===== src/rtl/blob_bbox_scanner_if.sv =====
// Shared-bus connection between the blob scanner (bus master) and the bus/memory side.
interface blob_bbox_scanner_if;
   logic        requestBus;
   logic        busGrant;
   logic        beginTransactionOut;
   logic [31:0] addressDataOut;
   logic        readNotWriteOut;
   logic [3:0]  byteEnablesOut;
   logic [7:0]  burstSizeOut;
   logic        endTransactionOut;
   logic [31:0] addressDataIn;
   logic        dataValidIn;
   logic        endTransactionIn;
   logic        busErrorIn;

   modport master (
      output requestBus, beginTransactionOut, addressDataOut, readNotWriteOut,
             byteEnablesOut, burstSizeOut, endTransactionOut,
      input  busGrant, addressDataIn, dataValidIn, endTransactionIn, busErrorIn
   );

   modport slave (
      input  requestBus, beginTransactionOut, addressDataOut, readNotWriteOut,
             byteEnablesOut, burstSizeOut, endTransactionOut,
      output busGrant, addressDataIn, dataValidIn, endTransactionIn, busErrorIn
   );
endinterface


===== src/rtl/blob_bbox_scanner.sv =====
// Single-pass scan of a thresholded frame in memory: foreground count, bounding box
// and X/Y coordinate sums, fetched as bursts of up to 16 words over the shared bus.
module blob_bbox_scanner #(
   parameter logic [7:0] customInstructionId = 8'd0
) (
   input  logic                       clock,
   input  logic                       reset,
   input  logic                       ciStart,
   input  logic                       ciCke,
   input  logic [7:0]                 ciN,
   input  logic [31:0]                ciValueA,
   input  logic [31:0]                ciValueB,
   output logic [31:0]                ciResult,
   output logic                       ciDone,
   blob_bbox_scanner_if.master        bus
);
   typedef enum logic [2:0] {IDLE, REQUEST, INIT, READ, ABORT} stateType;

   stateType    state, nextState;
   logic [31:0] base, address;
   logic [9:0]  width, height, x, y;
   logic [17:0] wordsLeft;
   logic        done, error, drainDone;
   logic [9:0]  minX, minY, maxX, maxY;
   logic [19:0] count;
   logic [31:0] sumX, sumY;
   logic        pipeValid;
   logic [31:0] pipeWord;
   logic [9:0]  pipeX, pipeY;
   logic        beginReg;
   logic [31:0] addressReg;
   logic [7:0]  burstReg;

   logic        ciSelect, busy, startScan, grantTaken;
   logic [4:0]  burstWords;
   logic [17:0] scanWords;
   logic [31:0] readData;
   logic [3:0]  fgMask;
   logic [2:0]  fgCount;
   logic [9:0]  firstX, lastX;
   logic [31:0] wordSumX;
   logic        unusedBits;

   assign ciSelect   = ciStart & ciCke & (ciN == customInstructionId);
   assign ciDone     = ciSelect;
   // drainDone covers the cycle between the last burst ending and done rising.
   assign busy       = (state != IDLE) | pipeValid | drainDone;
   assign startScan  = ciSelect & (ciValueA[3:0] == 4'd2) & ~busy;
   assign scanWords  = 18'(width[9:2]) * 18'(height);
   assign burstWords = (wordsLeft > 18'd16) ? 5'd16 : wordsLeft[4:0];
   assign grantTaken = (state == REQUEST) & bus.busGrant & ~bus.busErrorIn;
   assign unusedBits = ^{ciValueA[31:4], ciValueB[31:26], ciValueB[15:10], ciValueB[1:0]};

   assign bus.requestBus          = (state == REQUEST);
   assign bus.endTransactionOut   = (state == ABORT);
   assign bus.beginTransactionOut = beginReg;
   assign bus.addressDataOut      = addressReg;
   assign bus.readNotWriteOut     = beginReg;
   assign bus.byteEnablesOut      = {4{beginReg}};
   assign bus.burstSizeOut        = burstReg;

   // NOTE: sequential state uses non-blocking assignments so every register samples pre-edge values.
   always_ff @(posedge clock) begin
      if (reset) state <= IDLE;
      else       state <= nextState;
   end

   // NOTE: every always_comb output gets a default first, so no path can infer a latch.
   always_comb begin
      nextState = state;
      unique case (state)
         IDLE:    if (startScan && scanWords != 18'd0) nextState = REQUEST;
         REQUEST: if (bus.busErrorIn) nextState = ABORT;
                  else if (bus.busGrant) nextState = INIT;
         INIT:    nextState = bus.busErrorIn ? ABORT : READ;
         READ:    if (bus.busErrorIn) nextState = ABORT;
                  else if (bus.endTransactionIn) nextState = (wordsLeft != 18'd0) ? REQUEST : IDLE;
         ABORT:   nextState = IDLE;
         default: nextState = IDLE;
      endcase
   end

   always_comb begin
      fgMask   = '0;
      fgCount  = '0;
      firstX   = '0;
      lastX    = '0;
      wordSumX = '0;
      for (int k = 0; k < 4; k++) fgMask[k] = |pipeWord[8*k +: 8];
      for (int k = 3; k >= 0; k--) if (fgMask[k]) firstX = pipeX + 10'(k);
      for (int k = 0; k < 4; k++) begin
         if (fgMask[k]) begin
            fgCount  = fgCount + 3'd1;
            wordSumX = wordSumX + 32'(pipeX) + 32'(k);
            lastX    = pipeX + 10'(k);
         end
      end
   end

   always_comb begin
      readData = '0;
      case (ciValueA[3:0])
         4'd3:    readData = {29'd0, error, done, busy};
         4'd4:    readData = {6'd0, minY, 6'd0, minX};
         4'd5:    readData = {6'd0, maxY, 6'd0, maxX};
         4'd6:    readData = {12'd0, count};
         4'd7:    readData = sumX;
         4'd8:    readData = sumY;
         default: readData = '0;
      endcase
      ciResult = ciSelect ? readData : 32'd0;
   end

   always_ff @(posedge clock) begin
      if (reset) begin
         base <= '0;  width <= '0;  height <= '0;  address <= '0;  wordsLeft <= '0;
         x <= '0;  y <= '0;  done <= 1'b0;  error <= 1'b0;  drainDone <= 1'b0;
         minX <= 10'h3FF;  minY <= 10'h3FF;  maxX <= '0;  maxY <= '0;
         count <= '0;  sumX <= '0;  sumY <= '0;
         pipeValid <= 1'b0;  pipeWord <= '0;  pipeX <= '0;  pipeY <= '0;
         beginReg <= 1'b0;  addressReg <= '0;  burstReg <= '0;
      end else begin
         beginReg   <= 1'b0;
         addressReg <= '0;
         burstReg   <= '0;
         pipeValid  <= 1'b0;
         drainDone  <= 1'b0;
         if (drainDone)       done  <= 1'b1;
         if (state == ABORT)  error <= 1'b1;

         if (grantTaken) begin
            beginReg   <= 1'b1;
            addressReg <= address;
            burstReg   <= 8'(burstWords) - 8'd1;
            address    <= address + 32'({burstWords, 2'b00});
            wordsLeft  <= wordsLeft - 18'(burstWords);
         end

         if (state == READ && bus.dataValidIn) begin
            pipeValid <= 1'b1;
            pipeWord  <= bus.addressDataIn;
            pipeX     <= x;
            pipeY     <= y;
            if (11'(x) + 11'd4 == 11'(width)) begin
               x <= '0;
               y <= y + 10'd1;
            end else begin
               x <= x + 10'd4;
            end
         end

         if (state == READ && !bus.busErrorIn && bus.endTransactionIn && wordsLeft == 18'd0)
            drainDone <= 1'b1;

         if (pipeValid) begin
            count <= count + 20'(fgCount);
            sumX  <= sumX + wordSumX;
            sumY  <= sumY + 32'(pipeY) * 32'(fgCount);
            if (fgMask != 4'd0) begin
               if (firstX < minX) minX <= firstX;
               if (lastX > maxX)  maxX <= lastX;
               if (pipeY < minY)  minY <= pipeY;
               if (pipeY > maxY)  maxY <= pipeY;
            end
         end

         if (ciSelect && !busy) begin
            if (ciValueA[3:0] == 4'd0) base <= {ciValueB[31:2], 2'b00};
            if (ciValueA[3:0] == 4'd1) begin
               width  <= {ciValueB[9:2], 2'b00};
               height <= ciValueB[25:16];
            end
         end

         if (startScan) begin
            done  <= (scanWords == 18'd0);
            error <= 1'b0;
            minX  <= 10'h3FF;  minY <= 10'h3FF;  maxX <= '0;  maxY <= '0;
            count <= '0;  sumX <= '0;  sumY <= '0;
            x <= '0;  y <= '0;
            address   <= base;
            wordsLeft <= scanWords;
         end
      end
   end
endmodule


===== src/flat_wrapper.sv =====
// flat-port wrapper written by rule: the top's interface ports become plain ports
module blob_bbox_scanner_flat 
#(
   parameter logic [7:0] customInstructionId = 8'd0
)
  (clock, reset, ciStart, ciCke, ciN, ciValueA, ciValueB, ciResult, ciDone, bus_requestBus, bus_beginTransactionOut, bus_addressDataOut, bus_readNotWriteOut, bus_byteEnablesOut, bus_burstSizeOut, bus_endTransactionOut, bus_busGrant, bus_addressDataIn, bus_dataValidIn, bus_endTransactionIn, bus_busErrorIn);
  blob_bbox_scanner_if bus_i ();
  input  logic clock;
  input  logic reset;
  input  logic ciStart;
  input  logic ciCke;
  input  logic [7:0] ciN;
  input  logic [31:0] ciValueA;
  input  logic [31:0] ciValueB;
  output logic [31:0] ciResult;
  output logic ciDone;
  output wire logic [$bits(bus_i.requestBus)-1:0] bus_requestBus;
  output wire logic [$bits(bus_i.beginTransactionOut)-1:0] bus_beginTransactionOut;
  output wire logic [$bits(bus_i.addressDataOut)-1:0] bus_addressDataOut;
  output wire logic [$bits(bus_i.readNotWriteOut)-1:0] bus_readNotWriteOut;
  output wire logic [$bits(bus_i.byteEnablesOut)-1:0] bus_byteEnablesOut;
  output wire logic [$bits(bus_i.burstSizeOut)-1:0] bus_burstSizeOut;
  output wire logic [$bits(bus_i.endTransactionOut)-1:0] bus_endTransactionOut;
  input wire logic [$bits(bus_i.busGrant)-1:0] bus_busGrant;
  input wire logic [$bits(bus_i.addressDataIn)-1:0] bus_addressDataIn;
  input wire logic [$bits(bus_i.dataValidIn)-1:0] bus_dataValidIn;
  input wire logic [$bits(bus_i.endTransactionIn)-1:0] bus_endTransactionIn;
  input wire logic [$bits(bus_i.busErrorIn)-1:0] bus_busErrorIn;
  assign bus_requestBus = bus_i.requestBus;
  assign bus_beginTransactionOut = bus_i.beginTransactionOut;
  assign bus_addressDataOut = bus_i.addressDataOut;
  assign bus_readNotWriteOut = bus_i.readNotWriteOut;
  assign bus_byteEnablesOut = bus_i.byteEnablesOut;
  assign bus_burstSizeOut = bus_i.burstSizeOut;
  assign bus_endTransactionOut = bus_i.endTransactionOut;
  assign bus_i.busGrant = bus_busGrant;
  assign bus_i.addressDataIn = bus_addressDataIn;
  assign bus_i.dataValidIn = bus_dataValidIn;
  assign bus_i.endTransactionIn = bus_endTransactionIn;
  assign bus_i.busErrorIn = bus_busErrorIn;
  blob_bbox_scanner #(.customInstructionId(customInstructionId)) u_core (.clock(clock), .reset(reset), .ciStart(ciStart), .ciCke(ciCke), .ciN(ciN), .ciValueA(ciValueA), .ciValueB(ciValueB), .ciResult(ciResult), .ciDone(ciDone), .bus(bus_i));
endmodule

===== config.mk =====
export PLATFORM = sky130hd
export DESIGN_NAME = blob_bbox_scanner_flat
export DESIGN_NICKNAME = d
export VERILOG_FILES = /design/src/rtl/blob_bbox_scanner_if.sv /design/src/rtl/blob_bbox_scanner.sv /design/src/flat_wrapper.sv
export SDC_FILE = /design/constraint.sdc
export NUM_CORES = 1
export LEC_CHECK = 0
export ABC_AREA = 1
export CAP_MARGIN = 40
export CORE_MARGIN = 2
export CORE_UTILIZATION = 40
export CTS_CLUSTER_SIZE = 16
export DETAILED_ROUTE_END_ITERATION = 16
export PLACE_DENSITY = 0.65
export REMOVE_ABC_BUFFERS = 1
export SYNTH_ARGS = -nofsm -noshare
export SYNTH_HDL_FRONTEND = slang
export SYNTH_SLANG_ARGS = --single-unit

===== constraint.sdc =====
create_clock -name clock -period 5.82 [get_ports clock]
set_input_delay 1.164 -clock clock [delete_from_list [all_inputs] [get_ports clock]]
set_output_delay 1.164 -clock clock [all_outputs]
set_load 0.02 [all_outputs]

==> summary.txt <==
Run status
  • Status: finished, final reports clean

Flow run
  • Max Cap Viol: 0

Layout
  • Final instance area: about 27,000 sq um
  • Fin nets: ~3,700
  • Util after Layout: a little under 50%
  • Antenna cell count: 0
  • Post-route insts no fill: just over 4,000
  • Area Growth Syn to Fin: 19.6%
  • Most common cell after layout, fill and taps aside: nand2_1
  • Layout cell share with drive strength beyond 1: between 7 and 8%
  • Fill count: around 5,600
  • Most frequent cells in the layout: 629 x nand2_1, 478 x inv_1, 331 x dfxtp_1

CTS
  • CTS tree: done
  • Clk slew on worst S/H paths: 0.06 ns
  • Clock root buffer: clkbuf_16
  • Worst skew pair latency: ~0.58 ns
  • Num Clock Sinks: approximately 330
  • Clock Path Buffers: 3
  • H-Tree Depth: 2
  • TritonCTS Buffers: 38

STA
  • Min Tclk post-route: about 5.5 ns
  • Fin. Hold Viols: 0
  • Tightest Pin Transition: about 0.89 ns
  • Final setup violating endpoints: 0
  • F_max: between 0.15 and 0.2 GHz
  • WHS: around 0.45 ns
  • Slew margin rel.: 40.7%
  • Clk_skew: around 0.034 ns
  • Max Slew Vio Count: 0
  • Fin crit share: 94.8%

Floorplanning
  • FP Rows: 86
  • Initial Util: 40.4%
  • Die width: between 200 and 250 um
  • Die ar.: roughly 58,000 sq um
  • Core region area: 55,100 sq um
  • Die height: between 200 and 250 um
  • I/O pin count: slightly below 200

Yosys
  • Post-Syn Instances: ~3,200
  • Syn Area/Cell: around 7 sq um
  • Area contributors post-synth: dfxtp_1 30%, nand2_1 11%, ha_1 8.8%
  • Cell accounting for the most synthesized area: dfxtp_1
  • Async S/R FF share, synth: 0%
  • Number of flops mapped to enable cells by yosys: 0
  • #FFs+latches synth: about 330
  • Seq/Total Area, Yosys: between 20 and 30%
  • Mapped cell area: ~22,000 sq um
  • Top-area cell type share of the netlist area: around 30%
  • Yosys warning count: 0
  • Unique masters post-synth: 62
  • Main flop type after synthesis: dfxtp_1

Routing
  • Drt first pass iters: 5
  • Routed Antenna Nets: 0
  • Wire length per cell: ~16 um
  • Vias: roughly 21,000
  • Initial DRC count: approximately 1,500
  • Post-Route WL: between 60,000 and 70,000 um
  • Via density: 5.12
  • Remaining DRCs: 0

Global route
  • First-pass GRT wire length: between 100,000 and 150,000 um
  • Total track usage: between 20% and 30%
  • Vias in the first global route: roughly 20,000
  • Total grt overflow: 0
  • Largest net degree at the start of global routing: slightly above 90
  • Initial antenna violation count: 5

Power
  • P per Cell Area: ~210 nW/um^2
  • Leak pwr: ~0.012 uW
  • Total power after layout: 5590 uW
  • Worst vdd ir: 203 uV

Placement
  • Dpl cell area: between 20,000 and 25,000 sq um
  • Port bufs: between 150 and 200
  • Dpl cells: just over 4,000
  • Dpl hpwl: between 40,000 and 50,000 um
  • Placer Congestion: between 0.9 and 1

Critical path
  • WP data required: about 6.3 ns
  • Critical Path Max Stage Delay: between 0.3 and 0.4 ns
  • Crit Path Category: reg -> reg
  • Slowest cell on crit path: ha_1
  • Crit path capture type: register
  • Startpoint types: register
  • CP Max Fanout: 5
  • Critical Path AT: a little under 6 ns

Worst hold path
  • Hold Crit Class: reg -> reg
## Yosys cell counts (5+ instances only)
| master | number |
|---|---|
| a21oi_1 | 279 |
| buf_4 | 9 |
| clkbuf_1 | 83 |
| o22ai_1 | 39 |
| ha_1 | 156 |
| inv_2 | 19 |
| a21o_1 | 5 |
| xnor2_1 | 31 |
| o211ai_1 | 14 |
| a211oi_1 | 34 |
| nor3_2 | 5 |
| o21ai_0 | 183 |
| a221oi_1 | 11 |
| fa_1 | 72 |
| buf_1 | 7 |
| buf_2 | 26 |
| dfxtp_1 | 332 |
| nand3b_1 | 5 |
| o221ai_1 | 7 |
| or2_2 | 8 |
| nor4_1 | 11 |
| or2_1 | 8 |
| nor2_1 | 315 |
| nand3_1 | 124 |
| xor2_1 | 54 |
| nand2_1 | 639 |
| inv_1 | 480 |
| o21ai_1 | 20 |
| nand4_1 | 54 |
| nor3_1 | 44 |
| nor2_2 | 12 |
| a31oi_1 | 34 |
## where the power goes
part	leakage, uW	internal (uW)	total (uW)	switching (uW)
combinational	0.00832	215	611	396
clock	0.000686	1640	2670	1040
sequential	0.00267	2290	2310	15.9
## layer usage
metal	vias to the layer above	track usage [%]	part of all wire (%)
met5	-	0	0.12
met3	105	4.24	6.8
li1	10641	-	-
met1	9655	31.0	48
met2	586	34.5	43
met4	10	6.31	2.4
## sequential cells by signal (all words and copies together), names as in the netlist, 18 cells and up
signal / count
u_core.pipeWord: 32
u_core.sumX: 32
u_core.sumY: 32
u_core.address: 30
u_core.base: 30
u_core.bus.addressDataOut: 30
u_core.count: 20
u_core.wordsLeft: 18
## repair_timing
item,in CTS,in global routing
hold buffers,0,0
gates resized for setup,5,64
pin swaps,1,21
endpoints found under the hold margin,0,0
endpoints found under the setup margin,8,39
cloned,0,0
setup buffers,0,2
## cell families (layout without fill, tap and decap cells)
group                      after synthesis  count (layout)  synth area share [%]
DFF                                    332             332                  29.8
AOI/OAI and AO/OA                      654             654                  16.4
and+or+nand+nor                       1246            1246                  23.9
buffers and inverters                  631             801                  11.0
adders and majority gates              228             228                  15.2
xor gates and xnor gates                88              88                  3.64
other                                    2               7                0.0337
## layout make-up
class                      instances  area, sq um  share of cell area, %
clock buffer                      53         1140                   4.27
tap                              748          936                   3.51
multi-input combinational       2223        13600                   51.1
clock inverter                    15          254                  0.953
inverter                         503         1890                   7.09
sequential                       332         6650                   24.9
timing repair buffer             230         2160                   8.12
## final timing paths
check | startpoint | endpoint | slack (ns) | cells after the start
setup / recovery | u_core.pipeWord[14] | u_core.sumX[22] | 0.30 | 33
hold / removal | u_core.pipeWord[2] | u_core.pipeWord[2] | 0.45 | 2
setup reg to reg | u_core.pipeWord[14] | u_core.sumX[22] | 0.30 | 33
hold reg to reg | u_core.pipeWord[2] | u_core.pipeWord[2] | 0.45 | 2
## metrics by stage
step | setup TNS (ns) | setup WS [ns]
after floorplan | -0.0491 | -0.0232
after global placement | 0 | 0.0421
after detailed placement | -0.0488 | -0.0137
after CTS | 0 | 0.00409
after global routing | -0.403 | -0.0848
final | 0 | 0.304
## critical path: cells and delay by family (launching register included)
family	cells	cell delay (ns)
AO/OA/AOI/OAI	9	1.42
XOR/XNOR	3	0.48
adder cells (fa/ha/maj)	5	1.58
buffers and inverters	6	0.62
flip-flops	1	0.30
AND/OR/NAND/NOR	10	0.97
Note: power is estimated with default switching activity, not from simulation.
